===== config.mk =====
export PLATFORM = sky130hd
export DESIGN_NAME = mem_loader_flat
export DESIGN_NICKNAME = d
export VERILOG_FILES = /design/src/rtl/ppu_pkg.sv /design/src/rtl/mem_loader_if.sv /design/src/rtl/mem_loader_byte_packer.sv /design/src/rtl/mem_loader.sv /design/src/flat_wrapper.sv
export SDC_FILE = /design/constraint.sdc
export NUM_CORES = 1
export LEC_CHECK = 0
export ABC_AREA = 0
export BUFFER_PORTS_ARGS = -buffer_cell sky130_fd_sc_hd__buf_4
export CELL_PAD_IN_SITES_DETAIL_PLACEMENT = 0
export CELL_PAD_IN_SITES_GLOBAL_PLACEMENT = 1
export CORE_MARGIN = 3
export CORE_UTILIZATION = 44
export DETAILED_ROUTE_END_ITERATION = 12
export PLACE_DENSITY = 0.93
export SYNTH_ARGS = -nofsm -noshare
export SYNTH_HDL_FRONTEND = slang
export SYNTH_SLANG_ARGS = --single-unit

===== constraint.sdc =====
create_clock -name clk -period 3.4 [get_ports clk]
set_clock_uncertainty 0.2 [all_clocks]
set_input_delay 0.68 -clock clk [delete_from_list [all_inputs] [get_ports clk]]
set_output_delay 0.68 -clock clk [all_outputs]
set_load 0.01 [all_outputs]

===== src/rtl/ppu_pkg.sv =====
// ---------------------------------------------------------------------------
// ppu_pkg -- shared definitions for the boot-time RAM loader.
//   RAM_BYTES       : size of the ram256x8 target, also the overflow limit
//   BYTES_PER_WORD  : bytes packed into one word write
//   SIZE_BYTE/WORD  : encodings of the RAM Size strobe
//   loader_state_e  : mem_loader FSM states
// ---------------------------------------------------------------------------
package ppu_pkg;

  localparam int   RAM_BYTES      = 256;
  localparam int   BYTES_PER_WORD = 4;
  localparam logic SIZE_BYTE      = 1'b0;
  localparam logic SIZE_WORD      = 1'b1;

  typedef enum logic [2:0] {
    ST_IDLE,
    ST_COLLECT,
    ST_WRITE_W,
    ST_FLUSH,
    ST_HOLD,
    ST_DONE
  } loader_state_e;

endpackage


===== src/rtl/mem_loader_if.sv =====
// ---------------------------------------------------------------------------
// mem_loader_if -- byte stream in, ram256x8 write strobes out.
//   in_valid/in_ready/in_byte/in_last : producer-to-loader byte stream
//   E/RW/Size/Addd/DI                 : loader-to-RAM write port
// Modports:
//   slave  : the loader's view (consumes the stream, drives the RAM port)
//   master : the environment's view (produces the stream, observes the RAM)
// ---------------------------------------------------------------------------
interface mem_loader_if;

  logic        in_valid;
  logic        in_ready;
  logic [7:0]  in_byte;
  logic        in_last;

  logic        E;
  logic        RW;
  logic        Size;
  logic [7:0]  Addd;
  logic [31:0] DI;

  modport slave (
    input  in_valid, in_byte, in_last,
    output in_ready, E, RW, Size, Addd, DI
  );

  modport master (
    output in_valid, in_byte, in_last,
    input  in_ready, E, RW, Size, Addd, DI
  );

endinterface


===== src/rtl/mem_loader_byte_packer.sv =====
// ---------------------------------------------------------------------------
// byte_packer -- 4-byte shift register with a fill count.
//   clk, rst_n : clock, asynchronous active-low reset
//   clear_i    : drop all held bytes (wins over push/pop)
//   push_i     : shift byte_i in at the low end
//   pop_i      : retire the oldest held byte
//   byte_i     : byte to push
//   word_o     : held bytes, big-endian once four are present
//   fill_o     : number of bytes held (0..4)
//   oldest_o   : earliest-arrived byte still held
// ---------------------------------------------------------------------------
module byte_packer (
  input  logic        clk,
  input  logic        rst_n,
  input  logic        clear_i,
  input  logic        push_i,
  input  logic        pop_i,
  input  logic [7:0]  byte_i,
  output logic [31:0] word_o,
  output logic [2:0]  fill_o,
  output logic [7:0]  oldest_o
);

  logic [31:0] data_q;
  logic [2:0]  fill_q;

  // NOTE: the data bytes are reset along with the count so DI can never
  // expose bytes from a load that a reset abandoned.
  // NOTE: sequential state uses non-blocking assignments so every register
  // samples the pre-edge values, independent of block evaluation order.
  always_ff @(posedge clk or negedge rst_n) begin
    if (!rst_n) begin
      data_q <= '0;
      fill_q <= '0;
    end else if (clear_i) begin
      data_q <= '0;
      fill_q <= '0;
    end else if (push_i) begin
      data_q <= {data_q[23:0], byte_i};
      fill_q <= fill_q + 3'd1;
    end else if (pop_i) begin
      fill_q <= fill_q - 3'd1;
    end
  end

  // Newest byte sits in [7:0], so the oldest is (fill-1) bytes up.
  // NOTE: the default arm gives oldest_o a value on every path, so no
  // latch is inferred.
  always_comb begin
    case (fill_q)
      3'd2:    oldest_o = data_q[15:8];
      3'd3:    oldest_o = data_q[23:16];
      3'd4:    oldest_o = data_q[31:24];
      default: oldest_o = data_q[7:0];
    endcase
  end

  assign word_o = data_q;
  assign fill_o = fill_q;

endmodule


===== src/rtl/mem_loader.sv =====
// ---------------------------------------------------------------------------
// mem_loader -- streams bytes into a ram256x8 while holding the CPU in reset.
// Bytes are packed big-endian into word writes; a short tail is flushed as
// byte writes. cpu_R is released HOLD_CYCLES cycles after the final write.
// More than RAM_BYTES bytes without in_last ends the load with err=1 and the
// CPU kept in reset.
//
// Parameters:
//   BASE_ADDR   : RAM byte address of the first loaded byte
//   HOLD_CYCLES : cycles cpu_R stays high after the final write (>= 1)
// Ports:
//   clk, R_n   : clock, asynchronous active-low reset
//   start      : one-cycle pulse beginning a load (ignored while busy)
//   bus        : mem_loader_if.slave (byte stream in, RAM write port out)
//   cpu_R      : active-high CPU pipeline reset
//   busy/done/err, byte_count, checksum : status
// Build option:
//   MEM_LOADER_CHECKSUM_EN : when defined, checksum is the mod-256 sum of the
//   accepted bytes; otherwise checksum is tied to zero.
// ---------------------------------------------------------------------------
module mem_loader
  import ppu_pkg::*;
#(
  parameter logic [7:0] BASE_ADDR   = 8'd0,
  parameter int         HOLD_CYCLES = 2
) (
  input  logic             clk,
  input  logic             R_n,
  input  logic             start,
  mem_loader_if.slave      bus,
  output logic             cpu_R,
  output logic             busy,
  output logic             done,
  output logic             err,
  output logic [8:0]       byte_count,
  output logic [7:0]       checksum
);

  localparam int HOLD_W = (HOLD_CYCLES > 1) ? $clog2(HOLD_CYCLES) : 1;

  loader_state_e     state_q, state_d;
  logic [7:0]        addr_q, addr_d;
  logic [8:0]        count_q, count_d;
  logic              last_q, last_d;
  logic              err_q, err_d;
  logic [HOLD_W-1:0] hold_q, hold_d;

  logic        load_start;
  logic        accept;
  logic        pk_clear, pk_push, pk_pop;
  logic [31:0] pk_word;
  logic [2:0]  pk_fill;
  logic [7:0]  pk_oldest;

  byte_packer u_packer (
    .clk      (clk),
    .rst_n    (R_n),
    .clear_i  (pk_clear),
    .push_i   (pk_push),
    .pop_i    (pk_pop),
    .byte_i   (bus.in_byte),
    .word_o   (pk_word),
    .fill_o   (pk_fill),
    .oldest_o (pk_oldest)
  );

  assign accept = (state_q == ST_COLLECT) && bus.in_valid;

  always_ff @(posedge clk or negedge R_n) begin
    if (!R_n) begin
      state_q <= ST_IDLE;
      addr_q  <= '0;
      count_q <= '0;
      last_q  <= 1'b0;
      err_q   <= 1'b0;
      hold_q  <= '0;
    end else begin
      state_q <= state_d;
      addr_q  <= addr_d;
      count_q <= count_d;
      last_q  <= last_d;
      err_q   <= err_d;
      hold_q  <= hold_d;
    end
  end

  always_comb begin
    state_d      = state_q;
    addr_d       = addr_q;
    count_d      = count_q;
    last_d       = last_q;
    err_d        = err_q;
    hold_d       = hold_q;
    load_start   = 1'b0;
    pk_clear     = 1'b0;
    pk_push      = 1'b0;
    pk_pop       = 1'b0;
    bus.in_ready = 1'b0;
    bus.E        = 1'b0;
    bus.RW       = 1'b0;
    bus.Size     = SIZE_BYTE;
    bus.Addd     = '0;
    bus.DI       = '0;

    case (state_q)
      ST_IDLE, ST_DONE: begin
        if (start) begin
          load_start = 1'b1;
          state_d    = ST_COLLECT;
          addr_d     = BASE_ADDR;
          count_d    = '0;
          last_d     = 1'b0;
          err_d      = 1'b0;
        end
      end

      ST_COLLECT: begin
        bus.in_ready = 1'b1;
        if (accept) begin
          pk_push = 1'b1;
          if (count_q != 9'(RAM_BYTES)) count_d = count_q + 9'd1;
          // The word-complete check comes first: in_last on a 4th byte
          // still produces a word write, then goes straight to HOLD.
          if (pk_fill == 3'(BYTES_PER_WORD - 1)) begin
            state_d = ST_WRITE_W;
            last_d  = bus.in_last;
          end else if (bus.in_last) begin
            state_d = ST_FLUSH;
          end
        end
      end

      ST_WRITE_W: begin
        bus.E    = 1'b1;
        bus.RW   = 1'b1;
        bus.Size = SIZE_WORD;
        bus.Addd = addr_q;
        bus.DI   = pk_word;
        addr_d   = addr_q + 8'(BYTES_PER_WORD);
        pk_clear = 1'b1;
        hold_d   = '0;
        if (last_q) begin
          state_d = ST_HOLD;
        end else if (count_q == 9'(RAM_BYTES)) begin
          // RAM is full and the stream has not ended: stop with the CPU
          // still in reset.
          err_d   = 1'b1;
          state_d = ST_DONE;
        end else begin
          state_d = ST_COLLECT;
        end
      end

      ST_FLUSH: begin
        bus.E    = 1'b1;
        bus.RW   = 1'b1;
        bus.Size = SIZE_BYTE;
        bus.Addd = addr_q;
        bus.DI   = {24'h0, pk_oldest};
        addr_d   = addr_q + 8'd1;
        pk_pop   = 1'b1;
        hold_d   = '0;
        if (pk_fill == 3'd1) state_d = ST_HOLD;
      end

      ST_HOLD: begin
        if (hold_q == HOLD_W'(HOLD_CYCLES - 1)) state_d = ST_DONE;
        else                                    hold_d  = hold_q + 1'b1;
      end

      default: state_d = ST_IDLE;
    endcase

    pk_clear = pk_clear | load_start;
  end

  assign cpu_R      = !((state_q == ST_DONE) && !err_q);
  assign busy       = (state_q != ST_IDLE) && (state_q != ST_DONE);
  assign done       = (state_q == ST_DONE);
  assign err        = err_q;
  assign byte_count = count_q;

`ifdef MEM_LOADER_CHECKSUM_EN
  logic [7:0] sum_q;

  always_ff @(posedge clk or negedge R_n) begin
    if (!R_n)            sum_q <= '0;
    else if (load_start) sum_q <= '0;
    else if (accept)     sum_q <= sum_q + bus.in_byte;
  end

  assign checksum = sum_q;
`else
  assign checksum = 8'd0;
`endif

endmodule


===== src/flat_wrapper.sv =====
// flat-port wrapper written by rule: the top's interface ports become plain ports
module mem_loader_flat import ppu_pkg::*;
#(
  parameter logic [7:0] BASE_ADDR   = 8'd0,
  parameter int         HOLD_CYCLES = 2
)
  (clk, R_n, start, cpu_R, busy, done, err, byte_count, checksum, bus_in_valid, bus_in_byte, bus_in_last, bus_in_ready, bus_E, bus_RW, bus_Size, bus_Addd, bus_DI);
  mem_loader_if bus_i ();
  input  logic clk;
  input  logic R_n;
  input  logic start;
  output logic cpu_R;
  output logic busy;
  output logic done;
  output logic err;
  output logic [8:0] byte_count;
  output logic [7:0] checksum;
  input wire logic [$bits(bus_i.in_valid)-1:0] bus_in_valid;
  input wire logic [$bits(bus_i.in_byte)-1:0] bus_in_byte;
  input wire logic [$bits(bus_i.in_last)-1:0] bus_in_last;
  output wire logic [$bits(bus_i.in_ready)-1:0] bus_in_ready;
  output wire logic [$bits(bus_i.E)-1:0] bus_E;
  output wire logic [$bits(bus_i.RW)-1:0] bus_RW;
  output wire logic [$bits(bus_i.Size)-1:0] bus_Size;
  output wire logic [$bits(bus_i.Addd)-1:0] bus_Addd;
  output wire logic [$bits(bus_i.DI)-1:0] bus_DI;
  assign bus_i.in_valid = bus_in_valid;
  assign bus_i.in_byte = bus_in_byte;
  assign bus_i.in_last = bus_in_last;
  assign bus_in_ready = bus_i.in_ready;
  assign bus_E = bus_i.E;
  assign bus_RW = bus_i.RW;
  assign bus_Size = bus_i.Size;
  assign bus_Addd = bus_i.Addd;
  assign bus_DI = bus_i.DI;
  mem_loader #(.BASE_ADDR(BASE_ADDR), .HOLD_CYCLES(HOLD_CYCLES)) u_core (.clk(clk), .R_n(R_n), .start(start), .bus(bus_i), .cpu_R(cpu_R), .busy(busy), .done(done), .err(err), .byte_count(byte_count), .checksum(checksum));
endmodule

==> flow_metrics.env, run 1 <==
export IMPL_setup_tns_final_ns=0
export IMPL_ys_seq_elements=58
export IMPL_drt_initial_drc_count=254
export IMPL_required_ns=2.52
export IMPL_finalWeightedCongestion=0.795
export IMPL_crit_chain="inv_1, ha_1, nor2b_1, a22o_1, a22oi_1, o2bb2ai_1, buf_4"
export IMPL_grtUsageMet1_pct=26.2
export IMPL_initial_utilization_pct=46.3
export IMPL_n_antenna_cell=0
export IMPL_detail_route_antenna_nets=0
export IMPL_timing_final_crit_share_pct=92.1
export IMPL_cp_max_fo=8
export IMPL_cts_buffers_inserted=9
export IMPL_cts_tree="yes"
export IMPL_grt_use_met2_pct=32.3
export IMPL_slew_limit_headroom_pct=50.5
export IMPL_first_pass_iters=5
export IMPL_hp_class="in2async"
export IMPL_fill_cells=654
export IMPL_grt_busiest_layer="met2"
export IMPL_dpl_hpwl_mm=5.60
export IMPL_status="finished, final reports clean"
export IMPL_via_per_inst=5.62
export IMPL_numPortBuffers=69
export IMPL_grt_pass1_vias=2854
export IMPL_synth_area_mm2=0.00341
export IMPL_row_count=31
export IMPL_die_h_um=94.0
export IMPL_cts_root_buf="clkbuf_8"
export IMPL_ys_types=59
export IMPL_timing_rr_start="u_core.state_q[0]$_DFFE_PN0P_"
export IMPL_cts_setup_buffers=0
export IMPL_grt_ovfl_total=0
export IMPL_critPathLaunch="u_core.u_packer.fill_o[0]$_DFFE_PN0P_"
export IMPL_drive_above_1_share_pct=23.6
export IMPL_yosys_warnings=0
export IMPL_num_vias=3106
export IMPL_fin_crit_ns=3.13
export IMPL_synth_edff_count=0
export IMPL_die_area_mm2=0.00884
export IMPL_finalHoldViolations=0
export IMPL_setup_viol=0
export IMPL_cts_resized=0
export IMPL_rsz0062_at_grt="no"
export IMPL_clk_pin_slew_ns=0.07
export IMPL_clk_latency_ns=0.34
export IMPL_end_kind="primary output"
export IMPL_grt_max_degree=59
export IMPL_synth_avg_cell_area_um2=8.81
export IMPL_grtUsageTotal_pct=19.8
export IMPL_layout_commonest_cell="nand2_1"
export IMPL_cp_slowest_cell="nor2b_1"
export IMPL_netlist_instances=387
export IMPL_core_mm2=0.00737
export IMPL_ios=78
export IMPL_hold_buffers=0
export IMPL_antenna_found_initial=0
export IMPL_grt_pass1_wl_mm=13.8
export IMPL_final_nets=472
export IMPL_max_stage_delay_ns=0.55
export IMPL_worst_pin_slew_ns=0.742
export IMPL_startpoint_type="flip-flop"
export IMPL_clock_sinks=58
export IMPL_drt_total_wl_mm=8.46
export IMPL_crit_type="reg2out"
export IMPL_peakVddDrop_mv=0.327
export IMPL_htreeDepth=3
export IMPL_drv_slew=0
export IMPL_use_met3_pct=3.04
export IMPL_chipWidth_um=94.0
export IMPL_syn_to_final_growth_pct=23.0
export IMPL_max_freq_mhz=319
export IMPL_cts_max_path_buffers=2
export IMPL_final_cell_mix="nand2_1 (81), buf_4 (77), dfrtp_1 (58)"
export IMPL_ys_async_sr_fraction_pct=100
export IMPL_p_leak_nw=1.95
export IMPL_yosys_most_used_dff="dfrtp_1"
export IMPL_wl_per_cell_um=15.3
export IMPL_cap_viol_max_count=0
export IMPL_drcViolationCount=0
export IMPL_power_density_mw_per_mm2=813
export IMPL_worstPathArrival_ns=2.25
export IMPL_hold_worst_slack_ns=0.206
export IMPL_yosysSeqAreaShare_pct=42.6
-- worst paths after layout --
check                                              endpoint  slack, ns  depth (start not counted)
max in group asynchronous      u_core.addr_q[7]$_DFFE_PN0P_       2.31                          1
hold / removal                u_core.state_q[0]$_DFFE_PN0P_       0.21                          1
setup reg to reg           u_core.byte_count[2]$_DFFE_PN0P_       1.01                          4
min in group clk               u_core.addr_q[7]$_DFFE_PN0P_       0.27                          1
setup / recovery                                  bus_DI[3]       0.27                          7
hold reg to reg                u_core.addr_q[7]$_DFFE_PN0P_       0.27                          1
-- report_power, final --
group / leakage (nW) / total [W] / internal [W] / switching, W
sequential: 0.771 / 0.00126 / 0.000936 / 0.000323
clock: 0.0945 / 0.000661 / 0.000358 / 0.000303
combinational: 1.08 / 0.00149 / 0.000630 / 0.000861
-- stage by stage --
stage / area, um^2 / utilization, % / std cells / setup slack (ns) / power [W]
4_1_cts: 4190 / 56.9 / 553 / 0.145 / 0.00342
2_1_floorplan: 3440 / - / 394 / 0.748 / 0.00222
5_1_grt: 4200 / 56.9 / 553 / 0.136 / 0.00366
6_report: 4200 / 56.9 / 553 / 0.269 / 0.00341
3_3_place_gp: 3990 / 54.1 / 537 / 0.586 / 0.00271
3_5_place_dp: 3990 / 54.1 / 537 / 0.533 / 0.00275
-- area by class of cell --
type                            count  area [um^2]  share of cell area (%)
Clock buffer                       10          138                    3.28
Clock inverter                      6         66.3                    1.58
Inverter                            6         22.5                   0.537
Multi-Input combinational cell    297         1820                    43.3
Sequential cell                    58         1450                    34.6
Tap cell                           99          124                    2.95
Timing Repair Buffer               77          578                    13.8
-- cells in the mapped netlist (2+ instances only) --
library cell  count  share of area (%)
nor2_1            9               0.99
ha_1             10                3.7
a31o_1            2               0.51
dfrtp_1          58                 43
a22o_1            5                1.3
o21bai_1          2               0.44
or3_1             2               0.37
a21oi_1          41                6.0
nor3b_2           2               0.73
o21ai_0           3               0.44
a22oi_1           2               0.44
nor3_1            2               0.29
a222oi_1          6                1.8
nand2_1          81                8.9
buf_2             4               0.59
a41oi_1           2               0.51
a31oi_1           5               0.92
and2_1           35                6.4
nand3_1          11                1.6
buf_1             5               0.55
and3_2            2               0.44
nand2b_1          6                1.1
inv_1             6               0.66
mux2i_1           3               0.88
buf_4             9                2.0
nand4_1           4               0.73
o21ai_1           5               0.73
o31ai_1           3               0.66
o2bb2ai_1        10                2.6
nand3b_1          4               0.88
and3_1            2               0.37
nor2b_1           5               0.92
clkbuf_1         15                1.7
-- per-layer routing --
metal  routed length, um  up-vias
li1                    -     1488
met4                 140        0
met2                4070      112
met5                   0        -
met1                3780     1493
met3                 462       13
-- logic make-up after synthesis --
| family | synth area share [%] |
|---|---|
| AOI/OAI and AO/OA | 20.0 |
| adders and majority gates | 3.67 |
| buffers and inverters | 5.43 |
| DFF | 42.6 |
| muxes | 0.880 |
| other | 0.110 |
| and+or+nand+nor | 27.4 |
-- registers in the layout, indices dropped and copies added (netlist names) --
signal                  count
u_core.hold_q               1
u_core.byte_count           9
u_core.u_packer.word_o     32
u_core.last_q               1
u_core.err                  1
u_core.state_q              3
u_core.addr_q               8
u_core.u_packer.fill_o      3
-- critical path, delay by kind of cell, from the launching register on --
kind / cells / cell delay [ns]
buffers and inverters: 2 / 0.29
adder cells (fa/ha/maj): 1 / 0.17
flip-flops: 1 / 0.43
AO/OA/AOI/OAI: 3 / 0.47
AND/OR/NAND/NOR: 1 / 0.55
No activity file was read; power rests on OpenSTA's default activity.
==> inputs of run 2 (changes only) <==
--- a/config.mk
+++ b/config.mk
@@ -6,10 +6,10 @@
 export NUM_CORES = 1
 export LEC_CHECK = 0
-export ABC_AREA = 0
+export ABC_AREA = 1
 export BUFFER_PORTS_ARGS = -buffer_cell sky130_fd_sc_hd__buf_4
 export CELL_PAD_IN_SITES_DETAIL_PLACEMENT = 0
 export CELL_PAD_IN_SITES_GLOBAL_PLACEMENT = 1
 export CORE_MARGIN = 3
-export CORE_UTILIZATION = 44
+export CORE_UTILIZATION = 42
 export DETAILED_ROUTE_END_ITERATION = 12
 export PLACE_DENSITY = 0.93
==> constraint.sdc (replaced) <==
create_clock -name clk -period 3.4 [get_ports clk]
set_clock_uncertainty 0.2 [all_clocks]
set_input_delay 0.68 -clock clk [delete_from_list [all_inputs] [get_ports clk]]
set_output_delay 0.68 -clock clk [all_outputs]
set_load 0.005 [all_outputs]
==> run 2 against run 1 <==
Compared with the run above:
- combinational power decreased by 16%
- maximum frequency increased by 4.2%
- area after synthesis increased by 12%
- sequential share of layout area decreased by 2.7 points
- worst hold slack about the same
- synthesized cell count increased by 45%
- register-to-register slack got worse by 0.23 ns
- total power decreased by 14%
- sequential power decreased by 21%
- sequential cell count unchanged
- via count increased by 17%
- critical path type unchanged
- largest cell class unchanged
==> flow_metrics.env, run 2 <==
export IMPL_drive_above_1_share_pct=18.0
export IMPL_yosys_warnings=0
export IMPL_dpl_hpwl_mm=7.08
export IMPL_dp_cells=720
export IMPL_synthTopCellsByArea="dfrtp_1 (38%), nand2_1 (16%), inv_1 (9.4%)"
export IMPL_cts_resized=0
export IMPL_cap_viol_max_count=0
export IMPL_final_cells=736
export IMPL_clock_sinks=58
export IMPL_setup_viol=0
export IMPL_grt_pass1_wl_mm=16.7
export IMPL_total_power_w=0.00293
export IMPL_clk_latency_ns=0.34
export IMPL_drt_initial_drc_count=173
export IMPL_synth_avg_cell_area_um2=6.82
export IMPL_clk_pin_slew_ns=0.07
export IMPL_ys_async_sr_fraction_pct=100
export IMPL_fin_crit_ns=3.00
export IMPL_startpoint_type="flip-flop"
export IMPL_fill_cells=854
export IMPL_hold_buffers=0
export IMPL_yosysSeqAreaShare_pct=37.9
export IMPL_row_count=34
export IMPL_drcViolationCount=0
export IMPL_required_ns=2.52
export IMPL_slew_limit_headroom_pct=49.5
export IMPL_yosys_most_used_dff="dfrtp_1"
export IMPL_yosys_top_cells_count="nand2_1 (165), inv_1 (96), dfrtp_1 (58)"
export IMPL_via_per_inst=4.93
export IMPL_netlist_instances=561
export IMPL_synth_edff_count=0
export IMPL_max_freq_mhz=333
export IMPL_worstPathArrival_ns=2.12
export IMPL_initial_utilization_pct=43.4
export IMPL_cts_root_buf="clkbuf_8"
export IMPL_setup_tns_final_ns=0
export IMPL_finalHoldViolations=0
export IMPL_cts_setup_buffers=0
export IMPL_largest_reg_flops=32
export IMPL_ys_types=32
export IMPL_die_area_mm2=0.0103
export IMPL_rsz0062_at_grt="no"
export IMPL_end_kind="primary output"
export IMPL_first_pass_iters=5
export IMPL_htreeDepth=3
export IMPL_power_density_mw_per_mm2=645
export IMPL_synth_top_cell_by_area="dfrtp_1"
export IMPL_hold_worst_slack_ns=0.206
export IMPL_numPortBuffers=69
export IMPL_grt_ovfl_total=0
export IMPL_worst_pin_slew_ns=0.757
export IMPL_drv_slew=0
export IMPL_synth_top_area_share_pct=37.9
export IMPL_antenna_found_initial=0
export IMPL_cts_max_path_buffers=2
export IMPL_layout_commonest_cell="nand2_1"
export IMPL_timing_final_crit_share_pct=88.4
export IMPL_hp_class="in2async"
export IMPL_p_leak_nw=2.43
export IMPL_ios=78
export IMPL_synth_area_mm2=0.00383
export IMPL_syn_to_final_growth_pct=18.8
export IMPL_status="finished, final reports clean"
export IMPL_final_cell_mix="nand2_1 (165), inv_1 (96), buf_4 (74)"
export IMPL_ys_seq_elements=58
export IMPL_grt_pass1_vias=3483
export IMPL_detail_route_antenna_nets=0
export IMPL_finalWeightedCongestion=0.830
export IMPL_num_vias=3625
export IMPL_synth_most_common_cell="nand2_1"
export IMPL_cts_buffers_inserted=9
export IMPL_core_mm2=0.00881
export IMPL_final_nets=646
export IMPL_n_antenna_cell=0
export IMPL_wl_per_cell_um=13.4
export IMPL_crit_type="reg2out"
export IMPL_chipWidth_um=101
export IMPL_grtUsageTotal_pct=20.3
export IMPL_cts_tree="yes"
export IMPL_drt_total_wl_mm=9.85
export IMPL_cp_max_fo=14
export IMPL_die_h_um=101
export IMPL_grt_max_degree=59
export IMPL_peakVddDrop_mv=0.303
==> run 2: cell count changes after synthesis, moves of 6 or more <==
cell	previous run	this run
inv_1	6	96
nand2_1	81	165
a21oi_1	41	2
nor2_1	9	48
nand3_1	11	48
and2_1	35	0
o21ai_1	5	32
o21ai_0	3	23
o211ai_1	0	12
clkbuf_1	15	4
o2bb2ai_1	10	0
inv_2	0	7
a222oi_1	6	0
nand2b_1	6	0
==> run 2: cell families (layout without fill, tap and decap cells) <==
kind of cell	Yosys count	after routing	synth area share [%]
simple gates	285	285	32.0
buf+inv	134	194	15.8
xor+xnor	2	2	0.458
compound gates	71	71	10.4
other cells	1	8	0.0980
fa+ha+maj	10	10	3.27
flops	58	58	37.9
==> run 2: area by class of cell <==
type	count	area (um^2)	area share, %
sequential	58	1450	31.9
multi-input combinational	376	1800	39.5
clock inverter	4	48.8	1.07
timing repair buffer	74	556	12.2
inverter	104	393	8.64
clock buffer	12	165	3.63
tap	108	135	2.97
==> run 2: worst paths after layout <==
kind                                                     from                                     to  slack, ns  cells past startpoint
worst max-delay path            u_core.state_q[2]$_DFFE_PN0P_                              bus_DI[6]       0.40                      6
worst min-delay path                                      R_n       u_core.byte_count[1]$_DFFE_PN0P_       0.21                      1
worst max register to register  u_core.state_q[2]$_DFFE_PN0P_  u_core.u_packer.word_o[1]$_DFFE_PN0P_       0.78                      7
worst min register to register      u_core.last_q$_DFFE_PN0P_              u_core.last_q$_DFFE_PN0P_       0.30                      2
max in group asynchronous                                 R_n  u_core.u_packer.word_o[1]$_DFFE_PN0P_       2.29                      1
min in group clk                    u_core.last_q$_DFFE_PN0P_              u_core.last_q$_DFFE_PN0P_       0.30                      2
==> run 2: routing by layer <==
layer,vias to the layer above,wire [um],GRT usage (%)
met1,1683,4550,26.5
met2,96,4670,34.1
met3,13,501,3.79
li1,1833,-,-
met4,0,125,6.34
met5,-,0,0
==> run 2: metrics by stage <==
step           util [%]  setup slack, ns  instance area (um^2)
5_1_grt            51.6            0.272                  4550
4_1_cts            51.6            0.371                  4550
3_5_place_dp       49.2            0.747                  4330
6_report           51.6            0.395                  4550
2_1_floorplan         -             1.24                  3850
3_3_place_gp       49.2            0.801                  4330
==> run 2: where the power goes <==
part	internal [W]	switching, W	leakage, nW
logic	0.000406	0.000847	1.52
clock network	0.000397	0.000281	0.112
registers	0.000852	0.000149	0.792
total	0.00165	0.00128	2.43
==> run 2: critical path, stage by stage (launching register included) <==
cell and delay, ns:
dfrtp_1 0.53, nor2_4 0.24, nand2_1 0.36, nand2_1 0.20, nand2_2 0.13, o21ai_1 0.19, buf_4 0.14
